### config.mk
export PLATFORM = sky130hd
export DESIGN_NAME = byte_match_lock
export DESIGN_NICKNAME = d
export VERILOG_FILES = /design/src/rtl/byte_match_lock.sv
export SDC_FILE = /design/constraint.sdc
export NUM_CORES = 1
export LEC_CHECK = 0
export BUFFER_PORTS_ARGS = -buffer_cell sky130_fd_sc_hd__buf_2
export CELL_PAD_IN_SITES_DETAIL_PLACEMENT = 1
export CELL_PAD_IN_SITES_GLOBAL_PLACEMENT = 1
export CORE_ASPECT_RATIO = 1.5
export CORE_MARGIN = 2
export CORE_UTILIZATION = 37
export DETAILED_ROUTE_END_ITERATION = 10
export HOLD_SLACK_MARGIN = 0.12
export PLACE_DENSITY = 0.79
export SYNTH_ARGS = -nofsm -noshare
export SYNTH_HDL_FRONTEND = slang
export SYNTH_SLANG_ARGS = --single-unit
### constraint.sdc
create_clock -name clk -period 2.2 [get_ports clk]
set_input_delay 0.33 -clock clk [delete_from_list [all_inputs] [get_ports clk]]
set_output_delay 0.33 -clock clk [all_outputs]
set_load 0.01 [all_outputs]
### src/rtl/byte_match_lock.sv
// Lock detector fed by the byte comparator's equality output: counts runs of
// valid matches/mismatches and enters/leaves LOCKED on configurable run lengths.
module byte_match_lock #(
   parameter int unsigned LOCK_CNT   = 4,
   parameter int unsigned UNLOCK_CNT = 3,
   parameter int unsigned CNT_W      = 4
) (
   input  logic             clk,
   input  logic             rst_n,
   input  logic             cmp_vld,
   input  logic             cmp_eq,
   input  logic             clr,
   output logic             locked,
   output logic             lock_pulse,
   output logic             unlock_pulse,
   output logic [CNT_W-1:0] match_run,
   output logic [CNT_W-1:0] miss_run,
   output logic [15:0]      match_total
);

   localparam int unsigned TOT_W = 16;
   localparam logic [CNT_W-1:0] RUN_MAX = '1;
   localparam logic [TOT_W-1:0] TOT_MAX = '1;

   typedef enum logic {
      SEARCH = 1'b0,
      LOCKED = 1'b1
   } state_e;

   state_e             state_q, state_d;
   logic [CNT_W-1:0]   match_run_q, match_run_d;
   logic [CNT_W-1:0]   miss_run_q, miss_run_d;
   logic [TOT_W-1:0]   total_q, total_d;
   logic               lock_pulse_q, lock_pulse_d;
   logic               unlock_pulse_q, unlock_pulse_d;

   logic               hit_c;
   logic [CNT_W-1:0]   match_inc_c;
   logic [CNT_W-1:0]   miss_inc_c;
   logic [TOT_W-1:0]   total_inc_c;

   // Only a clean 1 is a match; 0, X and Z all count as mismatches.
   assign hit_c       = (cmp_eq === 1'b1);
   assign match_inc_c = (match_run_q == RUN_MAX) ? RUN_MAX : match_run_q + CNT_W'(1);
   assign miss_inc_c  = (miss_run_q == RUN_MAX) ? RUN_MAX : miss_run_q + CNT_W'(1);
   assign total_inc_c = (total_q == TOT_MAX) ? TOT_MAX : total_q + TOT_W'(1);

   always_comb begin
      state_d        = state_q;
      match_run_d    = match_run_q;
      miss_run_d     = miss_run_q;
      total_d        = total_q;
      lock_pulse_d   = 1'b0;
      unlock_pulse_d = 1'b0;

      if (clr) begin
         state_d     = SEARCH;
         match_run_d = '0;
         miss_run_d  = '0;
         total_d     = '0;
      end else if (cmp_vld) begin
         case (state_q)
            SEARCH: begin
               miss_run_d = '0;
               if (hit_c) begin
                  total_d     = total_inc_c;
                  match_run_d = match_inc_c;
                  if (match_inc_c == CNT_W'(LOCK_CNT)) begin
                     state_d      = LOCKED;
                     lock_pulse_d = 1'b1;
                  end
               end else begin
                  match_run_d = '0;
               end
            end
            LOCKED: begin
               if (hit_c) begin
                  total_d     = total_inc_c;
                  match_run_d = match_inc_c;
                  miss_run_d  = '0;
               end else begin
                  match_run_d = '0;
                  miss_run_d  = miss_inc_c;
                  if (miss_inc_c == CNT_W'(UNLOCK_CNT)) begin
                     state_d        = SEARCH;
                     unlock_pulse_d = 1'b1;
                     miss_run_d     = '0;
                  end
               end
            end
            default: state_d = SEARCH;
         endcase
      end
   end

   always_ff @(posedge clk or negedge rst_n) begin
      if (!rst_n) begin
         state_q        <= SEARCH;
         match_run_q    <= '0;
         miss_run_q     <= '0;
         total_q        <= '0;
         lock_pulse_q   <= 1'b0;
         unlock_pulse_q <= 1'b0;
      end else begin
         state_q        <= state_d;
         match_run_q    <= match_run_d;
         miss_run_q     <= miss_run_d;
         total_q        <= total_d;
         lock_pulse_q   <= lock_pulse_d;
         unlock_pulse_q <= unlock_pulse_d;
      end
   end

   assign locked       = (state_q == LOCKED);
   assign lock_pulse   = lock_pulse_q;
   assign unlock_pulse = unlock_pulse_q;
   assign match_run    = match_run_q;
   assign miss_run     = miss_run_q;
   assign match_total  = total_q;

endmodule

* Word level (Yosys, flattened, before mapping)
Index checks and enable logic that the tools add are counted.
** Operators by class
- Bitwise gates (word level) :: 1
- Muxes and demuxes :: 29
- $add $sub $neg :: 3
- Reductions and logical operators :: 3
- $mul :: 0
- Div/mod/pow operators :: 0
- Equal/unequal tests :: 6
- Shift operators :: 0
- $lt $le $gt $ge :: 0
** Operators with widths (count)
- 16-bit two-way mux :: 4
- 4-bit two-way mux :: 9
- 16-bit by 1-bit adder with 16-bit output (second input constant) :: 1
- 16-bit == test (second input constant) :: 1
- 1-bit two-way mux :: 14
- 4-bit by 1-bit adder with 4-bit output (second input constant) :: 2
- 4-bit == test (second input constant) :: 2
- 4-bit one-hot mux with 2 select lines :: 1
- 4-bit by 2-bit == test with 1-bit output (second input constant) :: 1
- 4-bit by 3-bit == test with 1-bit output (second input constant) :: 1
- 2-bit nonzero test :: 2
- 1-bit one-hot mux with 2 select lines :: 1
- 2-bit AND reduction :: 1
- 1-bit case equality test (second input constant) :: 1
- 1-bit NOT :: 1
** Storage, ports and cells
- ROM bits :: 0
- Latch bits :: 0
- Memory bits (writable) :: 0
- Input bits :: 5
- Output and inout port bits :: 27
- Memories :: 0
- Logic and storage cells :: 48
- Register bits after elaboration :: 27

* Logic depth before layout (Yosys ltp)
- Depth after elaboration :: 8
- Mapped depth :: 5
- Gate-level depth less buffers :: 5

* Worst setup path before layout
OpenSTA, ideal clock, no wires.
- Kind :: register to register
- Start point :: register total_q[0], in the netlist match_total[0]
- End point :: register total_q[14], in the netlist match_total[14]
- Stages on the path, launching flop included :: 6
- Required time :: 2057 ps
- Setup time :: 143 ps
- Arrival time :: 1735 ps
- Path slack :: 322 ps
- Buffers on the path :: 0
- Clock period less this slack :: 1878 ps
- Cell sequence :: dfrtp_1 > ha_1 > nand3_1 > or4_2 > o31ai_1 > a21oi_1
** On the way
- Cells in the longest elaborated chain, start to end :: 5
- Elaborated cells on any way between the ends :: 6
- Classes of those cells :: 1 x add/sub; 1 x eq/ne; 4 x mux
** Ends and longest elaborated chain
- start: declaration :: RTL line 33 : logic [TOT_W-1:0] total_q, total_d;
- start signal: assignment :: RTL line 108 : total_q <= total_d;
- 16-bit by 1-bit adder with 16-bit output / 16-bit == test (equally long branches) :: RTL line 46 : assign total_inc_c = (total_q == TOT_MAX) ? TOT_MAX : total_q + TOT_W'(1);
- 16-bit two-way mux * :: RTL line 46
- 16-bit two-way mux * :: RTL line 65, 77
- 16-bit two-way mux * :: RTL line 61 : end else if (cmp_vld) begin
- 16-bit two-way mux * :: RTL line 56 : if (clr) begin
Mark *: on every way between the ends. The rest lies on a longest branch, timed or not. The select of a mux whose other input is x is not followed.
A chain may end at the register's enable or synchronous reset.

* Worst setup path in the final report
- Start point :: register total_q[3], in the netlist match_total[3]
- End point :: register total_q[13], in the netlist match_total[13]
The elaborated chain is that of the path after synthesis.

==> results.toml <==
[outcome]
status = "complete, no violations"

[clock_network]
clockBufferDepth = 2
htreeDepth = 1
insertion_delay_ps = 280
cts_root_buffer = "clkbuf_8"
cts.sinks = 27
post_cts_buffers = 0
cts_buffers = 3
cts_tree = "done"
clk_pin_slew_ps = 90

[finish]
antennaDiodeCount = 0
layout-area-overhead-vs-synth_pct = 17.89
drive_gt1_share_pct = 28.49
final_area_mm2 = 0.001748
final_nets = 195
fillers = 465
multi_input_area_um2 = 757.0
regArea_um2 = 675.6

[timing]
fmax_mhz = 495.9
hold_viol = 0
period_needed_ps = 2017
period_share_pct = 91.66
rsz0062_at_grt = "false"
worst_pin_slew_ps = 597.4
fin_skew_ps = 2.893
fin_setup_tns_ps = 0
maxSlewViolCount = 0
setup_viol_count_final = 0
relSlewSlack_pct = 60.17

[setup_path]
endpoint_kind = "register"
arrival_ps = 2180
cpPeakStageDelay_ps = 620
critPathLaunchType = "register"
cp.required_ps = 2370
critPathTopFamily = "simple AND/OR/NAND/NOR gates"
crit_chain = "nand4_1, or3_1, or4_4, o311ai_0"
crit_path_top_delay_cell = "or4_4"
worstSetupPathType = "register to register"
crit_buf_inv = 0
worst-path-max-fanout = 13

[global_route]
grt_pass1_wl_um = 6444
grt_max_degree = 28
grt_use_total_pct = 17.66
gr-total-overflow = 0
grt_pass1_vias = 1379
grt_antenna_before_repair = 0

[floorplan]
num_rows = 28
die_w_um = 55.69
initial_core_util_pct = 38.13
die-height_um = 81.53
ioPinCount = 32
fp.dieArea_mm2 = 0.004540
coreArea_mm2 = 0.003889

[logic_synthesis]
synth_cell_types = 39
syn_area_mm2 = 0.001483
syn-num-nets = 161
synth-seq-cells = 27
netlist.area_leader.share_pct = 45.57
yosys_warnings = 0
synth_area_leaders = "dfrtp_1 46%, xnor2_1 7.1%, o21ai_2 5.9%"
synth_flop_cell = "dfrtp_1"
async_flop_share_pct = 100.0
synth_area_per_cell_um2 = 9.691
synth_edf_count = 0
synthCells = 153
yosysTopAreaCell = "dfrtp_1"
yosysSeqAreaShare_pct = 45.57

[detailed_routing]
drc_errors = 0
vias_per_cell = 5.597
wire_per_inst_um = 16.06
vias = 1293
dr.pass1.iters = 4
ant_nets = 0
initialDrtViolationCount = 15
wl_um = 3709

[power_and_ir_drop]
peakVddDrop_mv = 0.2863
p_leak_nw = 0.7686
power_density_mw_per_mm2 = 485.8

[worst_hold_path]
hold_path.class = "input pin to register"

[placed_design]
placed_area_mm2 = 0.001684
gp_congestion = 0.8093
portBuffers = 31
hpwl_um = 2808

[run]
drv_cap = 0
==> final cells by class <==
cell class              instances  share of cell area (%)
multi-input cells             114                   43.31
flip-flops and latches         27                   38.65
repair buffers                 35                   10.74
well taps                      45                   3.221
clock buffers                   3                   2.362
inverters                       6                   1.288
clock inverters                 1                  0.4295
==> synth_stat cells (all sizes together) (3+ instances only) <==
master	instances
dfrtp	27
o21ai	15
nor2	12
xnor2	12
nand2	11
a21oi	7
nand3	7
inv	6
nor3	6
buf	5
nand2b	5
nand4	5
a211oi	3
ha	3
or3	3
or4	3
==> worst reg2reg max path, delay by kind of cell, from the launching register on <==
family | cells | cell delay [ps]
and+or+nand+nor | 3 | 1310
DFF | 1 | 440
AOI/OAI and AO/OA | 1 | 150
==> state kept, by name, indices dropped and copies added (netlist names) <==
| register | flops |
|---|---|
| unlock_pulse | 1 |
| match_total | 16 |
| miss_run | 4 |
| lock_pulse | 1 |
| match_run | 4 |
| locked | 1 |
==> layout by cell type, fill, tap and decap left out, drive strengths merged, types with 2 or more instances in the layout <==
cell	count
xnor2	12
buf	34
a41oi	2
a211oi	3
nor2	12
and3	2
o21ai	15
clkbuf	3
ha	3
nand3	7
nand4	5
mux2i	2
nand2b	5
or3	3
nor4	2
nand2	11
a21oi	7
o211ai	2
inv	6
nand3b	2
nor3	6
dfrtp	27
or4	3
==> stage by stage <==
stage               power [mW]  utilization (%)  worst slack [ps]  cells  hold slack (ps)
floorplan               0.5394                -             321.7    153            34.41
global placement        0.5651            43.31             300.5    226            367.6
detailed placement      0.5677            43.31             196.4    226            374.5
CTS                     0.8619            44.82             136.7    231            377.7
global route            0.8830            44.95             83.28    231            407.9
finish                  0.8491            44.95             183.5    231            389.7
==> path summary, 6_finish.rpt <==
kind	end	from	slack [ps]	cells past startpoint
min	match_run[2]$_DFFE_PN0P_	cmp_eq	390	3
max in group asynchronous	match_total[1]$_DFFE_PN0P_	rst_n	1220	2
max reg2reg	match_total[13]$_DFFE_PN0P_	match_total[3]$_DFFE_PN0P_	180	4
min reg2reg	miss_run[1]$_DFFE_PN0P_	miss_run[1]$_DFFE_PN0P_	600	2
max	match_total[13]$_DFFE_PN0P_	match_total[3]$_DFFE_PN0P_	180	4
min in group asynchronous	unlock_pulse$_DFF_PN0_	rst_n	580	2
==> routing by layer <==
layer  global-route usage [%]  share of wire (%)  vias to the layer above
li1                         -                  -                      622
met1                    20.44                 41                      636
met2                    32.98                 53                       30
met3                    2.677                4.7                        5
met4                    6.341                1.5                        0
met5                        0                  0                        -
==> report_power, final <==
group | leakage [nW] | switching, mW | internal, mW | total, mW
combinational | 0.371 | 0.0366 | 0.0161 | 0.0527
clock | 0.0217 | 0.162 | 0.129 | 0.291
sequential | 0.376 | 0.00583 | 0.500 | 0.505
==> logic make-up (layout without fill, tap and decap cells) <==
logic type,after synthesis,after routing,share of synthesized area [%]
and+or+nand+nor,61,61,22.11
AOI/OAI and AO/OA,35,35,17.05
DFF,27,27,45.57
xor gates and xnor gates,13,13,7.679
buffers and inverters,12,45,3.713
adders and majority gates,3,3,2.532
muxes,2,2,1.350
==> timing repair <==
item                                   4_1_cts  5_1_grt
hold buffers                                 1        0
setup endpoints to repair                    0        1
gates resized for setup                      0        1
endpoints found under the hold margin       27        0
No activity file was read; power rests on OpenSTA's default activity.
